`src/rtl/des_pkg.sv`:
```
// -----------------------------------------------------------------------------
// des_pkg
// Shared constants for the DES round-function pipeline stage:
//   HALF_W / EXP_W : 32-bit half-block and 48-bit expanded-block widths
//   SBOX           : the eight DES S-boxes, 4 rows x 16 columns of 4 bits
//   P_TABLE        : the 32-bit P permutation (1-based DES bit numbers)
// All vectors in this block are declared ascending ([0:N-1]) so that index 0
// is the MSB and matches DES bit 1.
// -----------------------------------------------------------------------------
package des_pkg;

  localparam int HALF_W   = 32;
  localparam int EXP_W    = 48;
  localparam int NUM_SBOX = 8;

  // One S-box row: 16 nibbles, column 0 sits in the top nibble ([15]).
  typedef logic [15:0][3:0] sbox_row_t;

  localparam sbox_row_t SBOX [NUM_SBOX][4] = '{
    '{64'hE4D12FB83A6C5907, 64'h0F74E2D1A6CB9538,
      64'h41E8D62BFC973A50, 64'hFC8249175B3EA06D},   // S1
    '{64'hF18E6B34972DC05A, 64'h3D47F28EC01A69B5,
      64'h0E7BA4D158C6932F, 64'hD8A13F42B67C05E9},   // S2
    '{64'hA09E63F51DC7B428, 64'hD709346A285ECBF1,
      64'hD6498F30B12C5AE7, 64'h1AD069874FE3B52C},   // S3
    '{64'h7DE3069A1285BC4F, 64'hD8B56F03472C1AE9,
      64'hA690CB7DF13E5284, 64'h3F06A1D8945BC72E},   // S4
    '{64'h2C417AB6853FD0E9, 64'hEB2C47D150FA3986,
      64'h421BAD78F9C5630E, 64'hB8C71E2D6F09A453},   // S5
    '{64'hC1AF92680D34E75B, 64'hAF427C9561DE0B38,
      64'h9EF528C3704A1DB6, 64'h432C95FABE17608D},   // S6
    '{64'h4B2EF08D3C975A61, 64'hD0B7491AE35C2F86,
      64'h14BDC37EAF680592, 64'h6BD814A7950FE23C},   // S7
    '{64'hD2846FB1A93E50C7, 64'h1FD8A374C56B0E92,
      64'h7B419CE206ADF358, 64'h21E74A8DFC90356B}    // S8
  };

  // P: output bit j (DES bit j+1) takes S-output DES bit P_TABLE[j].
  localparam int P_TABLE [HALF_W] = '{
    16,  7, 20, 21, 29, 12, 28, 17,
     1, 15, 23, 26,  5, 18, 31, 10,
     2,  8, 24, 14, 32, 27,  3,  9,
    19, 13, 30,  6, 22, 11,  4, 25
  };

endpackage

```
`src/rtl/des_sbox_stage_if.sv`:
```
// -----------------------------------------------------------------------------
// des_sbox_stage_if
// Valid/ready bus around the DES f-function stage.
//   in_valid/in_ready   : input beat handshake
//   in_exp, in_key      : 48-bit E(R) and round subkey
//   in_l                : 32-bit left half
//   out_valid/out_ready : output beat handshake
//   out_data            : 32-bit L xor P(S(E(R) xor K))
// master = producer/consumer side (drives inputs), slave = the stage.
// -----------------------------------------------------------------------------
interface des_sbox_stage_if;
  import des_pkg::*;

  logic                in_valid;
  logic                in_ready;
  logic [0:EXP_W-1]    in_exp;
  logic [0:EXP_W-1]    in_key;
  logic [0:HALF_W-1]   in_l;
  logic                out_valid;
  logic                out_ready;
  logic [0:HALF_W-1]   out_data;

  modport master (
    output in_valid, in_exp, in_key, in_l, out_ready,
    input  in_ready, out_valid, out_data
  );

  modport slave (
    input  in_valid, in_exp, in_key, in_l, out_ready,
    output in_ready, out_valid, out_data
  );

endinterface

```
`src/rtl/des_sbox.sv`:
```
// -----------------------------------------------------------------------------
// des_sbox
// Combinational lookup into one DES S-box.
//   IDX  : which S-box (0 = S1 ... 7 = S8)
//   din  : 6-bit group, din[5] = first (most significant) DES bit of the group
//   dout : 4-bit S-box output, dout[3] = MSB
// Row is formed from the outer bits {din[5], din[0]}, column from din[4:1].
// -----------------------------------------------------------------------------
module des_sbox
  import des_pkg::*;
#(
  parameter int IDX = 0
) (
  input  logic [5:0] din,
  output logic [3:0] dout
);

  logic [1:0] row;
  logic [3:0] col;
  sbox_row_t  row_bits;

  assign row      = {din[5], din[0]};
  assign col      = din[4:1];
  assign row_bits = SBOX[IDX][row];
  // Column 0 is stored in the top nibble, so the column index is reversed.
  assign dout     = row_bits[4'd15 - col];

endmodule

```
`src/rtl/des_sbox_stage.sv`:
```
// -----------------------------------------------------------------------------
// des_sbox_stage
// Two-stage valid/ready pipeline computing the DES round output
//   out_data = L xor P(S(E(R) xor K))
// Stage 1 registers x = in_exp xor in_key and L; stage 2 registers the
// S-box/P result xor L. Each stage advances when it is empty or the stage
// after it advances, so a full pipeline with out_ready high streams one beat
// per cycle and a stalled pipeline holds its contents.
//   clk  : clock, rising edge
//   rst  : asynchronous active-high reset
//   bus  : des_sbox_stage_if.slave (input and output handshakes + data)
// -----------------------------------------------------------------------------
module des_sbox_stage
  import des_pkg::*;
(
  input  logic                 clk,
  input  logic                 rst,
  des_sbox_stage_if.slave      bus
);

  logic                v1;
  logic                v2;
  logic                adv1;
  logic                adv2;
  logic [0:EXP_W-1]    x_q;
  logic [0:HALF_W-1]   l_q;
  logic [0:HALF_W-1]   s_out;
  logic [0:HALF_W-1]   p_out;
  logic [0:HALF_W-1]   data_q;

  // Backpressure chain: purely from state and out_ready, never from in_valid.
  assign adv2         = !v2 || bus.out_ready;
  assign adv1         = !v1 || adv2;
  assign bus.in_ready = adv1;

  // Stage 1: key mixing.
  always_ff @(posedge clk or posedge rst) begin
    if (rst) begin
      // NOTE: sequential state uses non-blocking assignments so every
      // register samples pre-edge values, independent of block ordering.
      v1  <= 1'b0;
      // NOTE: the datapath registers are reset as well, so out_data reads
      // zero after reset and no X ever reaches the output.
      x_q <= '0;
      l_q <= '0;
    end else if (adv1) begin
      v1 <= bus.in_valid;
      // A bubble only clears the valid flag; data is left untouched.
      if (bus.in_valid) begin
        x_q <= bus.in_exp ^ bus.in_key;
        l_q <= bus.in_l;
      end
    end
  end

  // S layer: group i of x (DES bits 6i+1..6i+6) feeds S-box i+1; outputs are
  // concatenated S1..S8 from the MSB down.
  for (genvar g = 0; g < NUM_SBOX; g++) begin : g_sbox
    des_sbox #(.IDX(g)) u_sbox (
      .din  (x_q[6*g +: 6]),
      .dout (s_out[4*g +: 4])
    );
  end

  // P layer: fixed wiring.
  for (genvar j = 0; j < HALF_W; j++) begin : g_perm
    assign p_out[j] = s_out[P_TABLE[j] - 1];
  end

  // Stage 2: result register, held while the output is stalled.
  always_ff @(posedge clk or posedge rst) begin
    if (rst) begin
      v2     <= 1'b0;
      data_q <= '0;
    end else if (adv2) begin
      v2 <= v1;
      if (v1) begin
        data_q <= l_q ^ p_out;
      end
    end
  end

  assign bus.out_valid = v2;
  assign bus.out_data  = data_q;

endmodule

```
`src/flat_wrapper.sv`:
```
// flat-port wrapper written by rule: the top's interface ports become plain ports
module des_sbox_stage_flat import des_pkg::*;
  (clk, rst, bus_in_valid, bus_in_exp, bus_in_key, bus_in_l, bus_out_ready, bus_in_ready, bus_out_valid, bus_out_data);
  des_sbox_stage_if bus_i ();
  input  logic clk;
  input  logic rst;
  input wire logic [$bits(bus_i.in_valid)-1:0] bus_in_valid;
  input wire logic [$bits(bus_i.in_exp)-1:0] bus_in_exp;
  input wire logic [$bits(bus_i.in_key)-1:0] bus_in_key;
  input wire logic [$bits(bus_i.in_l)-1:0] bus_in_l;
  input wire logic [$bits(bus_i.out_ready)-1:0] bus_out_ready;
  output wire logic [$bits(bus_i.in_ready)-1:0] bus_in_ready;
  output wire logic [$bits(bus_i.out_valid)-1:0] bus_out_valid;
  output wire logic [$bits(bus_i.out_data)-1:0] bus_out_data;
  assign bus_i.in_valid = bus_in_valid;
  assign bus_i.in_exp = bus_in_exp;
  assign bus_i.in_key = bus_in_key;
  assign bus_i.in_l = bus_in_l;
  assign bus_i.out_ready = bus_out_ready;
  assign bus_in_ready = bus_i.in_ready;
  assign bus_out_valid = bus_i.out_valid;
  assign bus_out_data = bus_i.out_data;
  des_sbox_stage u_core (.clk(clk), .rst(rst), .bus(bus_i));
endmodule
```
`config.mk`:
```
export PLATFORM = sky130hd
export DESIGN_NAME = des_sbox_stage_flat
export DESIGN_NICKNAME = d
export VERILOG_FILES = /design/src/rtl/des_pkg.sv /design/src/rtl/des_sbox_stage_if.sv /design/src/rtl/des_sbox.sv /design/src/rtl/des_sbox_stage.sv /design/src/flat_wrapper.sv
export SDC_FILE = /design/constraint.sdc
export NUM_CORES = 1
export LEC_CHECK = 0
export BUFFER_PORTS_ARGS = -buffer_cell sky130_fd_sc_hd__buf_2
export CORE_MARGIN = 4
export CORE_UTILIZATION = 55
export DETAILED_ROUTE_END_ITERATION = 6
export PLACE_DENSITY = 0.81
export SLEW_MARGIN = 25
export SYNTH_ARGS = -nofsm -noshare
export SYNTH_HDL_FRONTEND = slang
export SYNTH_SLANG_ARGS = --single-unit
export TNS_END_PERCENT = 50
```
`constraint.sdc`:
```
create_clock -name clk -period 8.1 [get_ports clk]
set_input_delay 1.215 -clock clk [delete_from_list [all_inputs] [get_ports clk]]
set_output_delay 1.215 -clock clk [all_outputs]
set_load 0.02 [all_outputs]
```
Word-level counts from Yosys, hierarchy flattened
Index checks and enable logic that the tools add are counted.

Bitwise gates (word level): 10. Equality and inequality tests: 0. Shift-type cells: 0. Multiply operators: 0. Magnitude comparators: 16. $add $sub $neg: 8. Multiplexer cells: 40. Reductions and logical operators: 6. Divide/modulo/power cells: 0.

Operators with widths (number): binary-select mux 64 bit (select 2 bit) (8); two-way mux 64 bit (16); binary-select mux 4 bit (select 4 bit) (8); XOR 48 bit (1); less-than comparator 4 x 5 -> 1 bit (second input constant) (8); two-way mux 4 bit (8); subtractor 4 bit (first input constant) (8); XOR 32 bit (1); >= comparator 3 bit (second input constant) (8); inverter 2 -> 3 bit (8); AND reduction 2 bit (2); logical NOT 1 bit (2); logical OR 1 bit (2).

Logic and storage cells: 85. Memories kept: 0. Register bits: 114. Output and inout port bits: 34. Input port bits: 132. Latch bits: 0. Memory bits (writable): 0. ROM bits: 0.

Depth between registers and ports, before layout
Depth after elaboration: 7. Depth in mapped cells: 10.

Modules after synthesis
A second synthesis with hierarchy kept.

Cell total of the unflattened synthesis: 1016. Area, all modules: 10403.7 um2.

By module, submodules not included: des_sbox_stage (cells each 324, area each 5046.1 um2, instances 1); des_sbox at u_core.g_sbox[4].u_sbox (cells each 82, area each 715.7 um2, instances 1); des_sbox at u_core.g_sbox[2].u_sbox (cells each 84, area each 698.2 um2, instances 1); des_sbox at u_core.g_sbox[5].u_sbox (cells each 88, area each 673.1 um2, instances 1); des_sbox at u_core.g_sbox[6].u_sbox (cells each 87, area each 671.9 um2, instances 1); des_sbox at u_core.g_sbox[0].u_sbox (cells each 83, area each 653.1 um2, instances 1); des_sbox at u_core.g_sbox[3].u_sbox (cells each 93, area each 653.1 um2, instances 1); des_sbox at u_core.g_sbox[7].u_sbox (cells each 87, area each 648.1 um2, instances 1); des_sbox at u_core.g_sbox[1].u_sbox (cells each 88, area each 644.4 um2, instances 1).

Worst setup path after synthesis
Ideal clock, no wire load.

Kind: in2out. From: in bus_out_ready. To: out bus_in_ready. Stages on the path: 1. Data arrival time: 1498 ps. Setup slack: 5387 ps. Cell sequence: nand3b_1.

Longest elaborated chain between the ends: 2.

Ends and longest elaborated chain: from (decl) (RTL line flat_wrapper.sv:11) `input wire logic [$bits(bus_i.out_ready)-1:0] bus_out_ready;`; logical OR 1 bit (RTL line des_sbox_stage.sv:32) `assign adv2 = !v2 || bus.out_ready;`; logical OR 1 bit (RTL line des_sbox_stage.sv:33) `assign adv1 = !v1 || adv2;`; to (decl) (RTL line flat_wrapper.sv:12) `output wire logic [$bits(bus_i.in_ready)-1:0] bus_in_ready;`.

No other way between the ends.

Worst setup path after layout
Same ends and word-level chain as after synthesis.

==> flow_summary_export.csv <==
group,metric,value,unit
sta,final.period_utilization,37.2,%
grt,grt_pass1_vias,7488,
sta,setup_viol,0,
pwr,switching_power,1.12,mW
clock_network,clockRootBuffer,"clkbuf_16",
floorplanning,start_util,56.2,%
clock_network,cts_resized,0,
clock_network,cts_made_buffers,17,
routing,drtIter0Drc,780,
layout,area_delta_synth_final,12.8,%
worst_setup_path,cp_slowest_cell,"nand3b_1",
sta,drv_slew,0,
worst_setup_path,rrSetupSlack,5.36,ns
layout,layout.nets,1359,
routing,drtAntennaViolNets,0,
synth,ys.flop_type,"dfrtp_1",
routing,dr_total_vias,8136,
pwr,ir_drop,0.160,mV
pwr,total_power,2.87,mW
run_status,status,"complete, no violations",
worst_setup_path,crit_required,6.88,ns
sta,period_minus_slack,3.02,ns
synth,syn_avg_cell_area,9.21,um2
worst_hold_path,worstHoldPathType,"flip-flop to flip-flop",
layout,stdcell_count,1400,
sta,rsz0062_at_grt,"no",
worst_setup_path,r2r_cells,8,
sta,max-slew-margin-rel,37.3,%
layout,num_antenna_cells,0,
worst_setup_path,max_stage_delay,0.26,ns
pwr,p_comb_share,42.8,%
routing,drc,0,
run,drv_cap,0,
layout,final_cell_area,11000,um2
synth,synth_edf_count,0,
floorplanning,die_h,141,um
placement,hpwl,15.5,mm
floorplanning,dieArea,19900,um2
placement,place.gp.congestion,0.916,
pwr,p_clk_share,24.7,%
clock_network,cts_hold_buf,0,
layout,filler_cell_count,1435,
pwr,p_sw_share,39.0,%
synth,ys_types,69,
clock_network,cts_buffer_depth,2,
routing,wl_per_cell,15.7,um
synth,syn_inst,1056,
layout,layout-drive-gt1-share,25.0,%
placement,io_buffers,165,
worst_setup_path,r2r-start,"u_core.x_q[0]",
synth,yosysWarnings,0,
worst_hold_path,worstHoldStart,"u_core.bus.out_data[3]",
sta,tightest_slew,0.940,ns
worst_setup_path,arrival,1.80,ns
synth,ys_ff_latch,114,
clock_network,insertion_delay,0.43,ns
sta,final_hold_viol_count,0,
floorplanning,core-area,17300,um2
clock_network,h-tree-depth,4,
grt,grt_usage,22.3,%
floorplanning,num_rows,48,
placement,dp.cells,1370,
placement,place_area,10400,um2
clock_network,post_cts_buffers,0,
synth,syn_area,9730,um2
worst_setup_path,end_kind,"output pin",
synth,ys_seq_area_share,29.3,%
worst_hold_path,min_to,"u_core.bus.out_data[3]",
routing,via_per_inst,5.81,
clock_network,cts_tree,"built",
sta,setup_tns,0,ns
sta,worst_slack,5.08,ns
pwr,internal_power,1.75,mW
worst_setup_path,critPathLaunchType,"primary input",
floorplanning,ios,166,
pwr,total_leakage_power,4.93,nW
worst_setup_path,path_cells,"buf_2 > nand3b_1 > buf_2",
layout,utilization,63.4,%
worst_hold_path,min_path_cells,2,
worst_setup_path,r2r_end,"u_core.bus.out_data[30]",
pwr,p_seq_share,32.5,%
sta,skew,0.00928,ns
sta,hold_ws,0.473,ns
synth,syn-num-nets,1251,
grt,antenna_found_initial,0,
clock_network,clkTransAtPathRegs,0.06,ns
floorplanning,die_w,141,um
sta,fmax,332,MHz
worst_setup_path,crit_path_max_fanout,3,
grt,grt_max_degree,77,
clock_network,clock-sinks,114,
grt,grt_overflow_total,0,
routing,drt-total-wl,21.9,mm
pwr,power_density,261,nW/um2
worst_setup_path,critPathKind,"primary input to output pin",
worst_setup_path,crit_top_cell,"buf_2",
synth,synthArstFlopShare,100,%
routing,first_pass_iters,5,
placement,dp_slack,4.75,ns
grt,grt_pass1_wl,36.7,mm
==> Yosys cell counts, drive strengths merged (7+ instances only) <==
cell	count	area (um2)
dfrtp	114	2850
o21ai	104	524
nand2	92	345
a21oi	80	400
nor2	73	274
ha	63	788
buf	57	367
inv	53	199
xor2	53	464
xnor2	43	377
mux4	42	950
mux2	38	432
nand2b	25	156
clkbuf	22	83.8
mux2i	22	220
nor2b	19	126
a211oi	16	120
nor3	15	75.1
a31oi	10	62.6
o211ai	9	67.6
a2111oi	7	61.3
a211o	7	61.3
a21o	7	52.6
==> placed cells by master (no fill, tap or decap), types with 9 or more instances in the layout <==
cell	n
buf_2	165
dfrtp_1	112
nand2_1	90
o21ai_0	82
a21oi_1	80
nor2_1	73
ha_1	63
xor2_1	53
inv_1	47
xnor2_1	43
mux4_2	41
mux2_2	37
nand2b_1	25
mux2i_1	22
o21ai_1	21
nor2b_1	18
clkbuf_16	17
a211oi_1	16
nor3_1	15
a31oi_1	10
o211ai_1	9
==> kinds of logic after synthesis <==
family          Yosys count  synth area share (%)
xor+xnor                 96                  8.64
buf+inv                 132                  6.67
mux                     102                  16.5
fa+ha+maj                63                  8.10
simple gates            253                  12.1
flops                   114                  29.3
compound gates          296                  18.7
==> critical path, delay by kind of cell <==
| kind | cells | cell delay [ns] |
|---|---|---|
| buffers and inverters | 2 | 0.33 |
| AND/OR/NAND/NOR | 1 | 0.26 |
==> registers in the layout, summed over array words and instances (netlist names) <==
register              cells
u_core.v1                 1
u_core.bus.out_valid      1
u_core.l_q               32
u_core.x_q               48
u_core.bus.out_data      32
==> power by group through the flow <==
stage          Sequential (mW)  Clock, mW  Combinational (mW)
6_report                 0.932      0.708                1.23
2_1_floorplan            0.906          0               0.968
3_5_place_dp             0.940          0                1.22
5_1_grt                  0.964      0.747                1.35
4_1_cts                  0.930      0.718                1.23
3_3_place_gp             0.931          0                1.19
==> cell type report <==
cell class                 instances  area (um2)  share of cell area, %
multi-input combinational        810        6240                   56.9
clock buffer                      24         492                   4.48
tap                              225         282                   2.57
inverter                          53         201                   1.84
clock inverter                     6        55.1                  0.502
timing repair buffer             168         848                   7.73
sequential                       114        2860                   26.0
==> per-layer routing <==
metal	track usage, %	vias up	routed length (um)
met1	30.8	3863	9570
li1	-	3962	-
met2	35.9	286	10600
met3	4.55	25	1480
met5	0	-	0
met4	6.02	0	259
==> worst max-delay path by stage <==
stage | start | end | slack [ns] | cells past startpoint
final | bus_out_ready | bus_in_ready | 5.08 | 3
after detailed placement | bus_out_ready | u_core.l_q[18] | 4.75 | 5
after CTS | bus_out_ready | bus_in_ready | 5.09 | 3
after global placement | bus_out_ready | u_core.l_q[26] | 4.77 | 5
after global routing | bus_out_ready | u_core.l_q[18] | 5.00 | 5
after floorplan | rst | u_core.bus.out_data[0] | 3.87 | 1
No activity file was read; power rests on OpenSTA's default activity.
